File: src/rtl/freq_calc.sv
// rtl/freq_calc.sv - frequency, duty and period computation from gate counters via a shared serial divider
module freq_calc #(
    parameter int unsigned CLK_HZ     = 100_000_000,
    parameter int unsigned NS_PER_CLK = 10,
    parameter int unsigned DUTY_SCALE = 1000
) (
    input  logic        clk_100M,
    input  logic        rst_n,
    input  logic [31:0] cnt_clk,
    input  logic [31:0] cnt_squ,
    input  logic [31:0] cnt_pulse,
    input  logic        upd,
    output logic [31:0] freq_hz,
    output logic [9:0]  duty_pm,
    output logic [31:0] period_ns,
    output logic        done,
    output logic        busy,
    output logic        err_div0,
    output logic        sat
);

    typedef enum logic [2:0] {
        S_IDLE,
        S_LOAD,
        S_DIV_F,
        S_DIV_D,
        S_DIV_P,
        S_DONE
    } state_t;

    state_t      state;
    state_t      state_nxt;

    logic [31:0] snap_clk;
    logic [31:0] snap_squ;
    logic [31:0] snap_pulse;
    logic        pending;
    logic        trigger;

    logic [5:0]  iter;
    logic        last_iter;
    logic [63:0] div_quo;
    logic [31:0] div_rem;
    logic [31:0] div_dsr;
    logic        div_zero;

    logic [32:0] rem_sh;
    logic        fits;
    logic [31:0] rem_nxt;
    logic [63:0] quo_nxt;
    logic        q_sat;
    logic [31:0] q32;
    logic        duty_over;
    logic [9:0]  duty_val;

    logic [63:0] prod_f;
    logic [63:0] prod_d;
    logic [63:0] prod_p;
    logic [63:0] ld_dvd;
    logic [31:0] ld_dsr;

    logic [31:0] res_freq;
    logic [9:0]  res_duty;
    logic [31:0] res_per;
    logic        res_div0;
    logic        res_sat;

    assign trigger   = upd || (cnt_clk != snap_clk) || (cnt_squ != snap_squ)
                       || (cnt_pulse != snap_pulse);
    assign last_iter = (iter == 6'd63);
    assign busy      = (state != S_IDLE);

    always_comb begin
        state_nxt = state;
        case (state)
            S_IDLE:  if (trigger) state_nxt = S_LOAD;
            S_LOAD:  state_nxt = S_DIV_F;
            S_DIV_F: if (last_iter) state_nxt = S_DIV_D;
            S_DIV_D: if (last_iter) state_nxt = S_DIV_P;
            S_DIV_P: if (last_iter) state_nxt = S_DONE;
            S_DONE:  state_nxt = (pending || trigger) ? S_LOAD : S_IDLE;
            default: state_nxt = S_IDLE;
        endcase
    end

    always_ff @(posedge clk_100M or negedge rst_n) begin
        if (!rst_n) begin
            state <= S_IDLE;
        end else begin
            state <= state_nxt;
        end
    end

    // Snapshots are taken on the edge that enters LOAD, so the change compare
    // already matches during LOAD and only genuinely new activity marks pending.
    always_ff @(posedge clk_100M or negedge rst_n) begin
        if (!rst_n) begin
            snap_clk   <= '0;
            snap_squ   <= '0;
            snap_pulse <= '0;
            pending    <= 1'b0;
        end else if (state_nxt == S_LOAD) begin
            snap_clk   <= cnt_clk;
            snap_squ   <= cnt_squ;
            snap_pulse <= cnt_pulse;
            pending    <= 1'b0;
        end else if (state != S_IDLE && trigger) begin
            pending    <= 1'b1;
        end
    end

    assign prod_f = 64'(snap_squ) * 64'(CLK_HZ);
    assign prod_d = 64'(snap_pulse) * 64'(DUTY_SCALE);
    assign prod_p = 64'(snap_clk) * 64'(NS_PER_CLK);

    always_comb begin
        ld_dvd = '0;
        ld_dsr = '0;
        case (state)
            S_LOAD: begin
                ld_dvd = prod_f;
                ld_dsr = snap_clk;
            end
            S_DIV_F: begin
                ld_dvd = prod_d;
                ld_dsr = snap_clk;
            end
            S_DIV_D: begin
                ld_dvd = prod_p;
                ld_dsr = snap_squ;
            end
            default: begin
                ld_dvd = '0;
                ld_dsr = '0;
            end
        endcase
    end

    // Restoring step; the 32-bit wrapping subtract is exact whenever fits is set.
    always_comb begin
        rem_sh    = {div_rem, div_quo[63]};
        fits      = (rem_sh >= {1'b0, div_dsr});
        rem_nxt   = fits ? (rem_sh[31:0] - div_dsr) : rem_sh[31:0];
        quo_nxt   = {div_quo[62:0], fits};
        q_sat     = !div_zero && (quo_nxt[63:32] != 32'd0);
        q32       = div_zero ? 32'd0 : (q_sat ? 32'hFFFF_FFFF : quo_nxt[31:0]);
        duty_over = (q32 > 32'(DUTY_SCALE));
        duty_val  = duty_over ? 10'(DUTY_SCALE) : q32[9:0];
    end

    always_ff @(posedge clk_100M or negedge rst_n) begin
        if (!rst_n) begin
            iter     <= '0;
            div_quo  <= '0;
            div_rem  <= '0;
            div_dsr  <= '0;
            div_zero <= 1'b0;
            res_freq <= '0;
            res_duty <= '0;
            res_per  <= '0;
            res_div0 <= 1'b0;
            res_sat  <= 1'b0;
        end else begin
            case (state)
                S_LOAD: begin
                    iter     <= '0;
                    div_quo  <= ld_dvd;
                    div_rem  <= '0;
                    div_dsr  <= ld_dsr;
                    div_zero <= (ld_dsr == 32'd0);
                    res_div0 <= 1'b0;
                    res_sat  <= 1'b0;
                end
                S_DIV_F, S_DIV_D, S_DIV_P: begin
                    iter <= iter + 6'd1;
                    if (last_iter) begin
                        case (state)
                            S_DIV_F: res_freq <= q32;
                            S_DIV_D: res_duty <= duty_val;
                            default: res_per  <= q32;
                        endcase
                        res_div0 <= res_div0 || div_zero;
                        res_sat  <= res_sat || q_sat || ((state == S_DIV_D) && duty_over);
                        div_quo  <= ld_dvd;
                        div_rem  <= '0;
                        div_dsr  <= ld_dsr;
                        div_zero <= (ld_dsr == 32'd0);
                    end else if (!div_zero) begin
                        div_quo <= quo_nxt;
                        div_rem <= rem_nxt;
                    end
                end
                default: ;
            endcase
        end
    end

    always_ff @(posedge clk_100M or negedge rst_n) begin
        if (!rst_n) begin
            freq_hz   <= '0;
            duty_pm   <= '0;
            period_ns <= '0;
            err_div0  <= 1'b0;
            sat       <= 1'b0;
            done      <= 1'b0;
        end else if (state == S_DONE) begin
            freq_hz   <= res_freq;
            duty_pm   <= res_duty;
            period_ns <= res_per;
            err_div0  <= res_div0;
            sat       <= res_sat;
            done      <= 1'b1;
        end else begin
            done      <= 1'b0;
        end
    end

endmodule

File: config.mk
export PLATFORM = sky130hd
export DESIGN_NAME = freq_calc
export DESIGN_NICKNAME = d
export VERILOG_FILES = /design/src/rtl/freq_calc.sv
export SDC_FILE = /design/constraint.sdc
export NUM_CORES = 2
export LEC_CHECK = 0
export CAP_MARGIN = 20
export CORE_MARGIN = 4
export CORE_UTILIZATION = 50
export CTS_CLUSTER_DIAMETER = 100
export DETAILED_ROUTE_END_ITERATION = 12
export PLACE_DENSITY = 0.71
export SYNTH_ARGS = -nofsm -noshare
export SYNTH_HDL_FRONTEND = slang
export SYNTH_SLANG_ARGS = --single-unit
export TNS_END_PERCENT = 1
File: constraint.sdc
create_clock -name clk_100M -period 5.7 [get_ports clk_100M]
set_input_delay 0.57 -clock clk_100M [delete_from_list [all_inputs] [get_ports clk_100M]]
set_output_delay 0.57 -clock clk_100M [all_outputs]
set_load 0.05 [all_outputs]
==> run_results.csv <==
group,metric,value,unit
status,status,"finished, violations left",
status,violations,"setup timing",
sta,hold_violations,0,
sta,setup_ws,-303.8,ps
detailed_routing,wirelength,117600,um
place,place_area,43020,um2
setup_path,crit_start,"snap_squ[8]$_DFFE_PN0P_",
clocking,clock-sinks,388,
floorplanning,core_area,73450,um2
synthesis,synth.most_common_cell,"inv_1",
setup_path,r2r_cells,24,
global_route,grt_pass1_wl,179900,um
setup_path,r2r-end,"div_quo[34]$_DFFE_PN0P_",
synthesis,syn_area,37350,um2
final_layout,area_growth,21.86,%
detailed_routing,vias,30631,
detailed_routing,firstDrtPassIters,7,
detailed_routing,drtAntennaViolNets,0,
clocking,path_clk_slew,60,ps
synthesis,synth_top_area_share,25.99,%
floorplanning,fp.dieH,281.3,um
global_route,top_usage_layer,"met2",
synthesis,yosysTopAreaCell,"dfrtp_1",
setup_path,reg2reg_slack,-300,ps
setup_path,cp.depth,24,
clocking,cts_tree,"yes",
sta,slew_headroom,25.39,%
floorplanning,ios,177,
sta,setup_viol,24,
synthesis,synth_nets,4687,
sta,final_max_slew_viol_count,0,
sta,tightest_slew,1119,ps
global_route,antenna_found_initial,2,
detailed_routing,drc,0,
place,gp_congestion,0.9912,
global_route,use_met3,6.322,%
floorplanning,start_util,50.85,%
synthesis,synth_flop_cell,"dfrtp_1",
setup_path,startpoint_type,"flop",
setup_path,endpoint_kind,"flop",
final_layout,final_core_util,61.97,%
synthesis,synth_cell_type_count,76,
hold_path,min-delay-path-class,"reg -> reg",
setup_path,r2r-start,"snap_squ[8]$_DFFE_PN0P_",
global_route,grt_util_all_layers,29.62,%
clocking,cts_buffers,47,
job,cap_violations,0,
synthesis,avgSynthCellArea,9.838,um2
synthesis,synth_edf_count,0,
global_route,grt_pass1_vias,30758,
synthesis,synth_area_leaders,"dfrtp_1 26%, fa_1 21%, ha_1 14%",
place,numPortBuffers,176,
synthesis,synth_async_sr_flop_share,100.0,%
sta,period_minus_slack,6004,ps
place,dpl.hpwl,96520,um
setup_path,crit_buf_inv,7,
sta,maxClockFrequency,0.1666,GHz
final_layout,drive_gt1_share,17.94,%
sta,clock_skew,30.77,ps
setup_path,crit_type,"reg -> reg",
clocking,htree_levels,2,
global_route,globalRouteMet1Util,40.37,%
setup_path,cp.required,6180,ps
setup_path,critical_path.cell_chain,"buf_4, ha_4, fa_1, inv_1, fa_1, inv_1, fa_1, fa_1, inv_1, fa_1, inv_1, ha_4, and2_4, nand4_1, o41a_2, buf_6, o21ai_4, buf_6, nand4_1, nand2_1, a21oi_2, xnor2_1, a222oi_1, o211ai_1",
final_layout,fin_area,45520,um2
setup_path,cp_max_fo,5,
synthesis,yosys_warnings,0,
synthesis,synth_common_cells,"620 x inv_1, 404 x ha_1, 388 x dfrtp_1",
clocking,clock_latency,630,ps
clocking,clk_path_buf_depth,3,
final_layout,nets,5218,
final_layout,n_fill_cell,6037,
setup_path,cp.arrival,6490,ps
detailed_routing,wl_per_cell,22.10,um
synthesis,ys_seq_elements,388,
global_route,grt-ovfl-total,0,
clocking,clock-root-buffer,"clkbuf_16",
floorplanning,num_rows,99,
sta,rsz0062_at_grt,"yes",
floorplanning,fp.dieW,281.3,um
detailed_routing,drt-initial-drc-count,2625,
global_route,use_met2,46.52,%
setup_path,critPathSlowestCell,"fa_1",
setup_path,path_delay_family,"adder cells",
synthesis,yosysSeqAreaShare,25.99,%
global_route,grt_max_degree,132,
synthesis,syn_inst,3797,
setup_path,slowest_delay,540,ps
sta,period_share,105.3,%
setup_path,cp-endpoint,"div_quo[34]$_DFFE_PN0P_",
floorplanning,die_area,79140,um2
setup_path,critPathMostFrequentCell,"fa_1",
detailed_routing,vias_per_cell,5.758,
==> through the flow <==
step	instances	hold WS [ps]	setup TNS, ps	setup WS, ps
2_1_floorplan	3797	274.4	-1237	-227.1
3_3_place_gp	5197	456.4	-5689	-419.7
3_5_place_dp	5197	462.1	-7636	-558.6
4_1_cts	5319	475.6	-3020	-274.9
5_1_grt	5319	491.0	-8796	-519.2
6_report	5320	475.7	-3539	-303.8
==> state kept, by name, indices dropped and copies added, names as in the netlist, 3 cells and up <==
register and count:
div_quo 64, div_dsr 32, div_rem 32, freq_hz 32
period_ns 32, res_freq 32, res_per 32, snap_clk 32
snap_pulse 32, snap_squ 32, duty_pm 10, res_duty 10
iter 6, state 3
==> what timing repair did <==
action | CTS | global route
resized for setup | 96 | 23
endpoints found under the setup margin | 26 | 33
hold buffers | 1 | 0
buffers inserted | 40 | 0
endpoints found under the hold margin | 82 | 0
pin swaps | 86 | 13
==> cell usage in the layout, fill, tap and decap left out, drive strengths merged, types with 56 or more instances in the layout <==
| cell | Yosys | final |
|---|---|---|
| a21o | 80 | 80 |
| a21oi | 176 | 176 |
| a221oi | 63 | 63 |
| buf | 21 | 432 |
| clkbuf | 105 | 56 |
| clkdlybuf4s50 | 0 | 175 |
| dfrtp | 388 | 388 |
| fa | 387 | 387 |
| ha | 404 | 404 |
| inv | 620 | 622 |
| mux2 | 107 | 107 |
| nand2 | 277 | 277 |
| nor2 | 114 | 114 |
| o21ai | 295 | 295 |
| xnor2 | 93 | 93 |
| xor2 | 93 | 93 |
==> layer usage <==
| layer | up-vias | part of all wire, % |
|---|---|---|
| li1 | 14029 | - |
| met1 | 15140 | 42 |
| met2 | 1187 | 45 |
| met3 | 275 | 8.4 |
| met4 | 0 | 5.0 |
| met5 | - | 0 |
==> cell families (layout without fill, tap and decap cells) <==
kind of cell	count (synthesis)	in the layout	synth area share [%]
compound gates	911	911	15.92
fa+ha+maj	791	791	34.27
buf+inv	746	1309	7.513
simple gates	646	646	8.120
flops	388	388	25.99
xor+xnor	186	186	4.361
mux	129	129	3.815
other cells	0	1	0
==> how the worst min path moves through the flow <==
stage | startpoint | end | cells past startpoint
2_1_floorplan | rst_n | div_dsr[0]$_DFFE_PN0P_ | 0
3_3_place_gp | res_duty[8]$_DFFE_PN0P_ | res_duty[8]$_DFFE_PN0P_ | 2
3_5_place_dp | res_duty[8]$_DFFE_PN0P_ | res_duty[8]$_DFFE_PN0P_ | 2
4_1_cts | res_duty[8]$_DFFE_PN0P_ | res_duty[8]$_DFFE_PN0P_ | 2
5_1_grt | res_per[7]$_DFFE_PN0P_ | res_per[7]$_DFFE_PN0P_ | 2
6_report | res_per[0]$_DFFE_PN0P_ | res_per[0]$_DFFE_PN0P_ | 2
==> worst min-delay path, cell delays in order (launching register included) <==
cell and delay, ps:
dfrtp_1 340, nand2_1 50, o31ai_1 50
==> area by class of cell <==
cell class	count	area (um2)	area share, %
inverters	620	2341	5.143
clock inverters	25	339.1	0.7449
well taps	959	1200	2.636
repair buffers	608	5117	11.24
flip-flops and latches	388	9732	21.38
multi-input cells	2663	25550	56.12
clock buffers	56	1240	2.724
diodes	1	2.502	0.005498
Power is left out: the tool's default activity adds up to more than one toggle a clock period on the data nets, which glitch-free logic cannot reach.
